## config.mk

```make
export PLATFORM = sky130hd
export DESIGN_NAME = two_digit_entry_ctrl
export DESIGN_NICKNAME = d
export VERILOG_FILES = /design/src/rtl/home_sim_pkg.sv /design/src/rtl/digit_valid.sv /design/src/rtl/two_digit_entry_ctrl.sv
export SDC_FILE = /design/constraint.sdc
export NUM_CORES = 1
export LEC_CHECK = 0
export BUFFER_PORTS_ARGS = -buffer_cell sky130_fd_sc_hd__buf_4
export CAP_MARGIN = 20
export CELL_PAD_IN_SITES_DETAIL_PLACEMENT = 1
export CELL_PAD_IN_SITES_GLOBAL_PLACEMENT = 1
export CORE_MARGIN = 2
export CORE_UTILIZATION = 47
export CTS_CLUSTER_DIAMETER = 50
export DETAILED_ROUTE_END_ITERATION = 16
export PLACE_DENSITY = 0.84
export RECOVER_POWER = 25
export SLEW_MARGIN = 10
export SYNTH_ARGS = -nofsm -noshare
export SYNTH_HDL_FRONTEND = slang
export SYNTH_HIERARCHICAL = 1
export SYNTH_SLANG_ARGS = --single-unit
```

## constraint.sdc

```tcl
create_clock -name clk -period 3.2 [get_ports clk]
set_input_delay 0.32 -clock clk [delete_from_list [all_inputs] [get_ports clk]]
set_output_delay 0.32 -clock clk [all_outputs]
set_load 0.03 [all_outputs]
```

## src/rtl/home_sim_pkg.sv

```systemverilog
// Shared encodings and helpers for the two-digit keypad entry controller.
package home_sim_pkg;

    localparam int unsigned KEY_W     = 8;
    localparam int unsigned DIGIT_W   = 4;
    localparam int unsigned VALUE_W   = 7;
    localparam int unsigned DIGIT_MAX = 9;

    typedef enum logic [2:0] {
        ST_IDLE  = 3'd0,
        ST_GOT1  = 3'd1,
        ST_CHECK = 3'd2,
        ST_OUT   = 3'd3,
        ST_ERR   = 3'd4
    } state_e;

    typedef enum logic [1:0] {
        ERR_NONE     = 2'b00,
        ERR_NONDIGIT = 2'b01,
        ERR_RANGE    = 2'b10,
        ERR_TIMEOUT  = 2'b11
    } err_code_e;

    // d1*10 + d2 as shift-add: (d1<<3) + (d1<<1) + d2
    function automatic logic [VALUE_W-1:0] tens_plus_units(
        input logic [DIGIT_W-1:0] tens,
        input logic [DIGIT_W-1:0] units
    );
        logic [VALUE_W-1:0] t;
        t = VALUE_W'(tens);
        return (t << 3) + (t << 1) + VALUE_W'(units);
    endfunction

endpackage

```

## src/rtl/digit_valid.sv

```systemverilog
// Flags a keypad code as a decimal digit (0..9).
module digit_valid
    import home_sim_pkg::*;
(
    input  logic [KEY_W-1:0] code_i,
    output logic             is_digit_c
);

    assign is_digit_c = (code_i <= KEY_W'(DIGIT_MAX));

endmodule

```

## src/rtl/two_digit_entry_ctrl.sv

```systemverilog
// Collects two keypad digits, validates them and presents d1*10+d2 with a
// valid/ready handshake; reports non-digit, range and inter-key timeout errors.
module two_digit_entry_ctrl
    import home_sim_pkg::*;
#(
    parameter int unsigned TIMEOUT_CYCLES = 50000000,
    parameter int unsigned MAX_VALUE      = 99
) (
    input  logic               clk,
    input  logic               reset,
    input  logic [KEY_W-1:0]   key_code,
    input  logic               key_valid,
    input  logic               cancel,
    input  logic               out_ready,
    output logic [VALUE_W-1:0] value,
    output logic               value_valid,
    output logic               err,
    output logic [1:0]         err_code,
    output logic               busy
);

    localparam int unsigned TIMER_W = $clog2(TIMEOUT_CYCLES + 1);

    state_e               state_q, state_d;
    logic [KEY_W-1:0]     d1_q, d1_d;
    logic [KEY_W-1:0]     d2_q, d2_d;
    logic [TIMER_W-1:0]   timer_q, timer_d;
    logic [VALUE_W-1:0]   value_q, value_d;
    logic [VALUE_W-1:0]   acc_q, acc_d;
    err_code_e            err_code_q, err_code_d;
    logic                 value_valid_q, err_q, busy_q;

    logic                 d1_ok_c, d2_ok_c;
    logic [VALUE_W-1:0]   sum_c;
    logic [TIMER_W-1:0]   timer_inc_c;
    logic                 timer_expired_c;

    digit_valid u_d1_valid (.code_i(d1_q), .is_digit_c(d1_ok_c));
    digit_valid u_d2_valid (.code_i(d2_q), .is_digit_c(d2_ok_c));

    // Sum is only formed from validated digits; non-digit codes never reach the adder.
    assign sum_c = (d1_ok_c && d2_ok_c)
                 ? tens_plus_units(d1_q[DIGIT_W-1:0], d2_q[DIGIT_W-1:0])
                 : '0;

    assign timer_inc_c     = (timer_q == TIMER_W'(TIMEOUT_CYCLES)) ? timer_q : timer_q + TIMER_W'(1);
    assign timer_expired_c = (timer_inc_c == TIMER_W'(TIMEOUT_CYCLES));

    always_ff @(posedge clk or posedge reset) begin
        if (reset) begin
            state_q       <= ST_IDLE;
            d1_q          <= '0;
            d2_q          <= '0;
            timer_q       <= '0;
            value_q       <= '0;
            acc_q         <= '0;
            err_code_q    <= ERR_NONE;
            value_valid_q <= 1'b0;
            err_q         <= 1'b0;
            busy_q        <= 1'b0;
        end else begin
            state_q       <= state_d;
            d1_q          <= d1_d;
            d2_q          <= d2_d;
            timer_q       <= timer_d;
            value_q       <= value_d;
            acc_q         <= acc_d;
            err_code_q    <= err_code_d;
            value_valid_q <= (state_d == ST_OUT);
            err_q         <= (state_d == ST_ERR);
            busy_q        <= (state_d != ST_IDLE);
        end
    end

    always_comb begin
        state_d    = state_q;
        d1_d       = d1_q;
        d2_d       = d2_q;
        timer_d    = timer_q;
        value_d    = value_q;
        acc_d      = acc_q;
        err_code_d = ERR_NONE;

        unique case (state_q)
            ST_IDLE: begin
                if (key_valid) begin
                    d1_d    = key_code;
                    timer_d = '0;
                    state_d = ST_GOT1;
                end
            end
            ST_GOT1: begin
                if (cancel) begin
                    state_d = ST_IDLE;
                end else if (key_valid) begin
                    d2_d    = key_code;
                    state_d = ST_CHECK;
                end else begin
                    timer_d = timer_inc_c;
                    if (timer_expired_c) begin
                        state_d    = ST_ERR;
                        err_code_d = ERR_TIMEOUT;
                    end
                end
            end
            ST_CHECK: begin
                if (cancel) begin
                    state_d = ST_IDLE;
                end else if (!d1_ok_c || !d2_ok_c) begin
                    state_d    = ST_ERR;
                    err_code_d = ERR_NONDIGIT;
                end else if (32'(sum_c) > MAX_VALUE) begin
                    state_d    = ST_ERR;
                    err_code_d = ERR_RANGE;
                end else begin
                    state_d = ST_OUT;
                    value_d = sum_c;
                end
            end
            ST_OUT: begin
                // A cancelled result is never accepted, so fall back to the last accepted one.
                if (cancel) begin
                    state_d = ST_IDLE;
                    value_d = acc_q;
                end else if (out_ready) begin
                    state_d = ST_IDLE;
                    acc_d   = value_q;
                end
            end
            ST_ERR: begin
                state_d = ST_IDLE;
            end
            default: begin
                state_d = ST_IDLE;
            end
        endcase
    end

    assign value       = value_q;
    assign value_valid = value_valid_q;
    assign err         = err_q;
    assign err_code    = err_code_q;
    assign busy        = busy_q;

endmodule

```

==> flow_summary.json, run 1 <==
{
  "die_w_um": 90.8,
  "synthMuxAreaShare": 0.0509,
  "clkLatencyLatePin_ps": 350,
  "clock_path_buffers": 2,
  "yosys.area.top_type": "dfrtp_1",
  "place_ws_ps": 74.5,
  "numClockSinks": 64,
  "grt_max_degree": 37,
  "tritoncts": "done",
  "setup_viol": 0,
  "p_per_area_nw_per_um2": 663,
  "max_freq_mhz": 329,
  "startpoint_type": "flip-flop",
  "synth_top_family_by_area": "simple AND/OR/NAND/NOR gates",
  "antenna_left": 0,
  "yosysWarnings": 6,
  "critPathKind": "flip-flop to flip-flop",
  "cts_setup_buffers": 0,
  "rsz0062_at_grt": "false",
  "synth_nets": 406,
  "synth-seq-cells": 64,
  "stdcell_count": 510,
  "cp_max_fo": 7,
  "slowest_stage": "fa_1",
  "dp_hpwl_um": 6740,
  "via_per_inst": 5.89,
  "grt_pass1_wl_um": 16400,
  "area_growth_pct": 14.3,
  "synth_xor_area_frac": 0.0445,
  "setup-tns-final_ps": 0,
  "gp_congestion": 0.866,
  "antenna_found_initial": 0,
  "max_stage_delay_ps": 510,
  "crit_chain": "inv_1 > fa_1 > inv_1 > fa_1 > a21o_1 > a21oi_1 > xnor2_1 > o311ai_2 > nand2_1 > and2_1 > a21oi_1",
  "grt-ovfl-total": 0,
  "drt-initial-drc-count": 173,
  "place_inst": 494,
  "netlist_area_um2": 3540,
  "seq_area_um2": 1600,
  "synthAdderAreaFrac": 0.0431,
  "htreeDepth": 3,
  "grt_usage": 0.252,
  "fp.dieH_um": 90.8,
  "maxSlewViolCount": 0,
  "drv_cap": 0,
  "fin_util": 0.555,
  "firstDrtPassIters": 4,
  "syn_inst": 382,
  "via_count": 3005,
  "rows": 31,
  "skew_ps": 6.39,
  "routedWlPerCell_um": 18.7,
  "synth-simple-area-share": 0.209,
  "end_kind": "flip-flop",
  "async_flop_share": 1.00,
  "postCtsHoldBufs": 0,
  "drc": 0,
  "hold_violations": 0,
  "holdCritPathClass": "primary input to flip-flop",
  "synth_edf_count": 0,
  "final_layout_size_suffix_gt1_frac": 0.182,
  "num_antenna_cells": 0,
  "outcome": "finished clean",
  "initial_core_util": 0.486,
  "synth-seq-area-share": 0.452,
  "totalPowerFinal_mw": 2.68,
  "yosysMostFrequentCell": "dfrtp_1",
  "setup_slack_ps": 161,
  "fin_crit_ps": 3040,
  "required_ps": 3420,
  "ir_drop_mv": 0.448,
  "grt_pass1_vias": 3172,
  "crit_arrival_ps": 3260,
  "p_leak_nw": 1.78,
  "cts-root-buf": "clkbuf_8",
  "core_area_um2": 7290,
  "finalNetCount": 430,
  "port-buffer-count": 24,
  "die_area_um2": 8240,
  "cts.clk_slew.worst_paths_ps": 80,
  "synth_top_cell_area_share": 0.452,
  "synth_area_leaders": "dfrtp_1, o21ai_0, mux2_2",
  "avgSynthCellArea_um2": 9.27,
  "ys_dominant_reg_cell": "dfrtp_1",
  "yosys-top-cells-count": "dfrtp_1, nand2_1, o21ai_0",
  "period_share": 0.950,
  "fillers": 882,
  "pin_count": 25,
  "tightest_slew_ps": 1070,
  "slew_headroom": 0.285,
  "multiInputGateArea_um2": 1780,
  "drt_wl_total_um": 9520,
  "ys_types": 49,
  "cts_made_buffers": 9,
  "synth_compound_area_frac": 0.153
}
==> metal layers <==
metal  global-route usage  part of all wire
met4               0.0896             0.014
met2                0.412              0.50
met5                    0                 0
met1                0.340              0.46
met3               0.0451             0.024
==> registers in the layout, summed over array words and instances (netlist names) <==
name and flops:
acc_q 7, busy 1, d1_q 8, d2_q 8, err 1, err_code 2, state_q 3, timer_q 26
value 7, value_valid 1
==> layout make-up <==
type,count,area share
Clock inverter,6,0.0164
Multi-Input combinational cell,276,0.440
Clock buffer,10,0.0340
Sequential cell,64,0.396
Tap cell,99,0.0306
Inverter,20,0.0186
Timing Repair Buffer,35,0.0643
==> cell families (layout without fill, tap and decap cells) <==
logic type / count (synthesis) / in the layout
and+or+nand+nor: 139 / 139
AOI/OAI and AO/OA: 92 / 92
DFF: 64 / 64
buffers and inverters: 42 / 71
xor gates and xnor gates: 18 / 18
muxes: 16 / 16
adders and majority gates: 11 / 11
==> what timing repair did <==
action | in CTS | in global routing
hold endpoints to repair | 0 | 0
endpoints found under the setup margin | 0 | 9
gates resized for setup | 0 | 2
==> report_power, final <==
group	internal, mW	switching, mW	leakage [nW]	total [mW]
Combinational	0.345	0.476	0.854	0.821
Sequential	0.984	0.147	0.831	1.13
Clock	0.382	0.349	0.0949	0.731
Total	1.71	0.972	1.78	2.68
==> metrics by stage <==
stage          hold WS, ps  area (um2)
2_1_floorplan          425        3540
3_3_place_gp           438        3840
3_5_place_dp           442        3840
4_1_cts               59.9        4040
5_1_grt                173        4050
6_report               171        4050
==> worst max-delay path, delay by kind of cell (launching register included) <==
kind            cells  cell delay, ps
fa+ha+maj           2             970
flops               1             400
buf+inv             2             160
xor+xnor            1             200
simple gates        2             440
compound gates      4             740
==> cells in the final DEF (no fill, tap or decap), types with 3 or more instances in the layout <==
cell type   Yosys  final
clkbuf_8        0     10
nor2_1         21     21
clkinvlp_4      0      3
xor2_1          7      7
nand2_1        41     41
inv_1          20     20
nand3_1        18     18
nor4_1          7      7
dfrtp_1        64     64
o31ai_1         8      8
ha_1            9      9
xnor2_1        11     11
and2_1          6      6
o22ai_1         6      6
or3_1           4      4
o21ai_0        40     40
mux2_2         16     16
nand4_1         8      8
buf_4           0     33
a21oi_1        20     20
nor3_1         11     11
a21o_1          3      3
nand2b_1        5      5
o32ai_1         3      3
and3_1          3      3
==> path summary, 6_finish.rpt <==
check | start | to | cells after the start | slack (ps)
setup / recovery | d1_q[2] | value[1] | 11 | 160
hold / removal | key_code[1] | d1_q[1] | 3 | 170
setup reg to reg | d1_q[2] | value[1] | 11 | 160
hold reg to reg | d1_q[5] | d1_q[5] | 2 | 500
max in group asynchronous | reset | timer_q[24] | 3 | 1480
min in group asynchronous | reset | timer_q[4] | 2 | 240
Power figures use the tool's default switching activity.
==> inputs of run 2 (changes only) <==
--- a/config.mk
+++ b/config.mk
@@ -9,7 +9,6 @@
 export CAP_MARGIN = 20
 export CELL_PAD_IN_SITES_DETAIL_PLACEMENT = 1
 export CELL_PAD_IN_SITES_GLOBAL_PLACEMENT = 1
-export CORE_MARGIN = 2
 export CORE_UTILIZATION = 47
 export CTS_CLUSTER_DIAMETER = 50
 export DETAILED_ROUTE_END_ITERATION = 16
==> flow_summary.json, run 2 (synthesized netlist as in run 1, its figures left out) <==
{
  "maxSlewViolCount": 0,
  "pin_count": 25,
  "outcome": "finished clean",
  "required_ps": 3440,
  "holdCritPathClass": "primary input to flip-flop",
  "initial_core_util": 0.488,
  "hold_depth": 3,
  "clkLatencyLatePin_ps": 340,
  "critPathKind": "flip-flop to flip-flop",
  "port-buffer-count": 24,
  "top_register": "timer_q",
  "rrSetupSlack_ps": 230,
  "hold_end": "d1_q[6]",
  "grt_max_degree": 34,
  "cts_made_buffers": 9,
  "dp_hpwl_um": 6660,
  "end_kind": "flip-flop",
  "grt_pass1_vias": 3258,
  "setup_slack_ps": 227,
  "p_sw_mw": 0.947,
  "gp_congestion": 0.825,
  "drv_cap": 0,
  "area_growth_pct": 14.5,
  "die_area_um2": 7880,
  "drt_wl_total_um": 9540,
  "grt-ovfl-total": 0,
  "top_regs": "timer_q (26), d1_q (8), d2_q (8)",
  "cts-root-buf": "clkbuf_8",
  "power_frac_clock": 0.287,
  "setup-tns-final_ps": 0,
  "htreeDepth": 3,
  "totalPowerFinal_mw": 2.70,
  "r2r-end": "state_q[0]",
  "seqPwrFrac": 0.418,
  "cts_setup_buffers": 0,
  "ir_drop_mv": 0.477,
  "final_layout_size_suffix_gt1_frac": 0.170,
  "skew_ps": 6.92,
  "place_ws_ps": 183,
  "layout_commonest_cell": "dfrtp_1",
  "power_switching_share": 0.351,
  "period_share": 0.929,
  "fin_util": 0.559,
  "clock_path_buffers": 2,
  "tightest_slew_ps": 925,
  "drc": 0,
  "crit_arrival_ps": 3210,
  "antenna_found_initial": 0,
  "cts.clk_slew.worst_paths_ps": 70,
  "via_count": 3042,
  "rsz0062_at_grt": "false",
  "hold_violations": 0,
  "fp.dieH_um": 88.8,
  "dpl_cell_area_um2": 3840,
  "via_per_inst": 5.95,
  "setup_viol": 0,
  "p_comb_frac": 0.295,
  "core_area_um2": 7250,
  "max_freq_mhz": 336,
  "largest_reg_flops": 26,
  "fin_crit_ps": 2970,
  "fillers": 858,
  "num_antenna_cells": 0,
  "p_leak_nw": 1.78,
  "rr_worst_depth": 11,
  "cp_max_fo": 3,
  "design_area_um2": 4050,
  "rows": 31,
  "layout_common_cells": "dfrtp_1, nand2_1, o21ai_0, buf_4, nor2_1",
  "routedWlPerCell_um": 18.7,
  "drt-initial-drc-count": 135,
  "p_per_area_nw_per_um2": 667,
  "die_w_um": 88.8,
  "min_from": "key_code[6]",
  "firstDrtPassIters": 4,
  "numClockSinks": 64,
  "timing.rr.start": "d1_q[0]",
  "grt_pass1_wl_um": 16000,
  "tritoncts": "done",
  "grt_usage": 0.270,
  "slew_headroom": 0.384,
  "finalNetCount": 431,
  "antenna_left": 0,
  "internal-power_mw": 1.76,
  "startpoint_type": "flip-flop"
}
-- run 2: through the flow --
stage | instances | hold WS (ps)
after floorplan | 382 | 425
after global placement | 494 | 307
after detailed placement | 494 | 316
after CTS | 511 | 166
after global routing | 511 | 176
final | 511 | 181
-- run 2: power groups by stage --
| stage | clock [mW] | sequential, mW | combinational [mW] |
|---|---|---|---|
| after floorplan | 0 | 1.18 | 0.447 |
| after global placement | 0 | 1.12 | 0.745 |
| after detailed placement | 0 | 1.14 | 0.784 |
| after CTS | 0.790 | 1.13 | 0.800 |
| after global routing | 0.820 | 1.15 | 0.877 |
| final | 0.777 | 1.13 | 0.797 |
-- run 2: critical path, cell delays in order, from the launching register on --
cell      delay (ps)
dfrtp_1          360
inv_1             80
fa_1             530
inv_1             70
fa_1             460
a21o_1           200
a21oi_1          170
xnor2_1          170
o311ai_1         200
nand2_1          150
o21ai_0          170
a211o_1          300
-- run 2: per-layer routing --
metal,up-vias,global-route usage,share of wire
met5,-,0,0
met4,0,0.116,0.025
met3,26,0.0578,0.036
met2,81,0.436,0.50
met1,1524,0.352,0.44
li1,1411,-,-
-- run 2: final cells by class --
| cell class | instances | area, um2 | area share |
|---|---|---|---|
| clock buffer | 9 | 124 | 0.0306 |
| clock inverter | 7 | 96.3 | 0.0238 |
| inverter | 20 | 75.1 | 0.0185 |
| multi-input combinational | 276 | 1770 | 0.438 |
| sequential | 64 | 1600 | 0.395 |
| tap | 99 | 124 | 0.0306 |
| timing repair buffer | 36 | 258 | 0.0636 |
-- run 2: timing repair --
action                                  CTS  global route
endpoints found under the setup margin    0             9
hold buffers                              1             0
resized for setup                         0             1
hold endpoints to repair                 13             0
-- run 2: worst max path at each step --
stage                     slack (ps)    endpoint  startpoint
final                            230  state_q[0]     d1_q[0]
after global routing               3  state_q[0]     d1_q[2]
after CTS                        130  state_q[0]     d1_q[0]
after detailed placement         180  state_q[0]     d1_q[0]
after global placement           320  state_q[0]     d1_q[0]
after floorplan                  370    value[5]     d1_q[0]
==> inputs of run 3 (changes only) <==
--- a/config.mk
+++ b/config.mk
@@ -7,12 +7,11 @@
 export LEC_CHECK = 0
 export BUFFER_PORTS_ARGS = -buffer_cell sky130_fd_sc_hd__buf_4
 export CAP_MARGIN = 20
-export CELL_PAD_IN_SITES_DETAIL_PLACEMENT = 1
-export CELL_PAD_IN_SITES_GLOBAL_PLACEMENT = 1
-export CORE_UTILIZATION = 47
+export CORE_ASPECT_RATIO = 0.5
+export CORE_UTILIZATION = 60
 export CTS_CLUSTER_DIAMETER = 50
 export DETAILED_ROUTE_END_ITERATION = 16
-export PLACE_DENSITY = 0.84
+export PLACE_DENSITY = 0.83
 export RECOVER_POWER = 25
 export SLEW_MARGIN = 10
 export SYNTH_ARGS = -nofsm -noshare
==> flow_summary.json, run 3 (synthesized netlist as in run 1, its figures left out) <==
{
  "fillers": 345,
  "max_stage_delay_ps": 510,
  "die_area_um2": 6230,
  "tritoncts": "done",
  "setup-tns-final_ps": 0,
  "holdCritPathClass": "primary input to flip-flop",
  "tightest_slew_ps": 1330,
  "layout_common_cells": "dfrtp_1, nand2_1, o21ai_0, buf_4, nor2_1",
  "drc": 0,
  "core_area_um2": 5590,
  "totalPowerFinal_mw": 2.97,
  "period_share": 0.973,
  "skew_ps": 5.39,
  "slowest_stage": "fa_1",
  "die_w_um": 111,
  "required_ps": 3420,
  "r2r-end": "state_q[0]",
  "numClockSinks": 64,
  "setup_slack_ps": 87.9,
  "layout_commonest_cell": "dfrtp_1",
  "hold_violations": 0,
  "maxSlewViolCount": 0,
  "grt-ovfl-total": 0,
  "end_kind": "flip-flop",
  "max_freq_mhz": 321,
  "rrSetupSlack_ps": 90,
  "area_growth_pct": 17.2,
  "rows": 19,
  "top_register": "timer_q",
  "grt_pass1_vias": 3002,
  "outcome": "finished clean",
  "drt-initial-drc-count": 226,
  "p_leak_nw": 1.85,
  "num_antenna_cells": 0,
  "setup_viol": 0,
  "ir_drop_mv": 0.637,
  "firstDrtPassIters": 6,
  "dp_hpwl_um": 5540,
  "via_count": 3114,
  "initial_core_util": 0.634,
  "antenna_left": 0,
  "cp_max_fo": 3,
  "grt_usage": 0.299,
  "worst-path-stages": 11,
  "finalNetCount": 434,
  "final_layout_size_suffix_gt1_frac": 0.183,
  "grt_pass1_wl_um": 14300,
  "p_per_area_nw_per_um2": 715,
  "postCtsHoldBufs": 0,
  "crit_arrival_ps": 3330,
  "critPathKind": "flip-flop to flip-flop",
  "critical_path_buf_inv_count": 2,
  "port-buffer-count": 24,
  "crit_start": "d1_q[2]",
  "endpoint": "state_q[0]",
  "gp_congestion": 0.890,
  "largest_reg_flops": 26,
  "htreeDepth": 3,
  "clock_path_buffers": 2,
  "routedWlPerCell_um": 17.6,
  "drv_cap": 0,
  "rsz0062_at_grt": "false",
  "clkLatencyLatePin_ps": 330,
  "fin_crit_ps": 3110,
  "slew_headroom": 0.109,
  "via_per_inst": 6.38,
  "path_delay_family": "compound AO/OA/AOI/OAI gates",
  "grt_max_degree": 37,
  "cts-root-buf": "clkbuf_16",
  "drt_wl_total_um": 8580,
  "timing.rr.start": "d1_q[2]",
  "pin_count": 25,
  "cts_setup_buffers": 0,
  "crit_chain": "inv_1 > fa_1 > inv_1 > fa_1 > a21o_1 > a21oi_1 > xnor2_1 > o311ai_1 > nand2_1 > o21ai_0 > a211o_1",
  "antenna_found_initial": 0,
  "rr_worst_depth": 11,
  "holdWs_ps": 187,
  "place_ws_ps": 223,
  "startpoint_type": "flip-flop",
  "fp.dieH_um": 56.3,
  "top_regs": "timer_q (26), d1_q (8), d2_q (8)",
  "cts.clk_slew.worst_paths_ps": 60,
  "cts_made_buffers": 9
}
[run 3: worst min-delay path by stage]
stage	cells past startpoint	slack, ps	start	to
after floorplan	2	430	key_code[1]	d1_q[1]
after global placement	2	460	d1_q[5]	d1_q[5]
after detailed placement	2	460	d1_q[4]	d1_q[4]
after CTS	2	140	reset	d2_q[7]
after global routing	3	190	key_code[3]	d1_q[3]
final	3	190	key_code[1]	d1_q[1]
[run 3: metrics by stage]
stage | cell area (um2) | cells | util
4_1_cts | 4140 | 487 | 0.741
3_5_place_dp | 3830 | 471 | 0.685
3_3_place_gp | 3830 | 471 | 0.685
2_1_floorplan | 3540 | 382 | -
6_report | 4150 | 488 | 0.743
5_1_grt | 4150 | 488 | 0.743
[run 3: worst reg2reg max path, stage by stage, from the launching register on]
cell and delay (ps):
dfrtp_1 380, inv_1 100, fa_1 510, inv_1 80, fa_1 450, a21o_1 210, a21oi_1 240, xnor2_1 230
o311ai_1 220, nand2_1 140, o21ai_0 140, a211o_1 290
[run 3: cell type report]
class / count / area, um2 / area share
Multi-Input combinational cell: 276 / 1780 / 0.428
Sequential cell: 64 / 1600 / 0.386
Timing Repair Buffer: 39 / 293 / 0.0705
Clock buffer: 11 / 233 / 0.0561
Tap cell: 73 / 91.3 / 0.0220
Clock inverter: 5 / 81.3 / 0.0196
Inverter: 20 / 75.1 / 0.0181
[run 3: per-layer routing]
metal / vias to the layer above / global-route usage / wire (um) / part of all wire
li1: 1430 / - / - / -
met1: 1491 / 0.365 / 3540 / 0.41
met2: 175 / 0.508 / 4280 / 0.50
met3: 18 / 0.0950 / 627 / 0.073
met4: 0 / 0.103 / 140 / 0.016
met5: - / 0 / 0 / 0
[run 3: what timing repair did]
item,4_1_cts,5_1_grt
hold endpoints to repair,0,0
resized for setup,0,2
setup endpoints to repair,0,8
[run 3: where the power goes]
| part | internal [mW] | switching [mW] |
|---|---|---|
| clock | 0.681 | 0.350 |
| sequential | 0.986 | 0.140 |
| combinational | 0.338 | 0.474 |
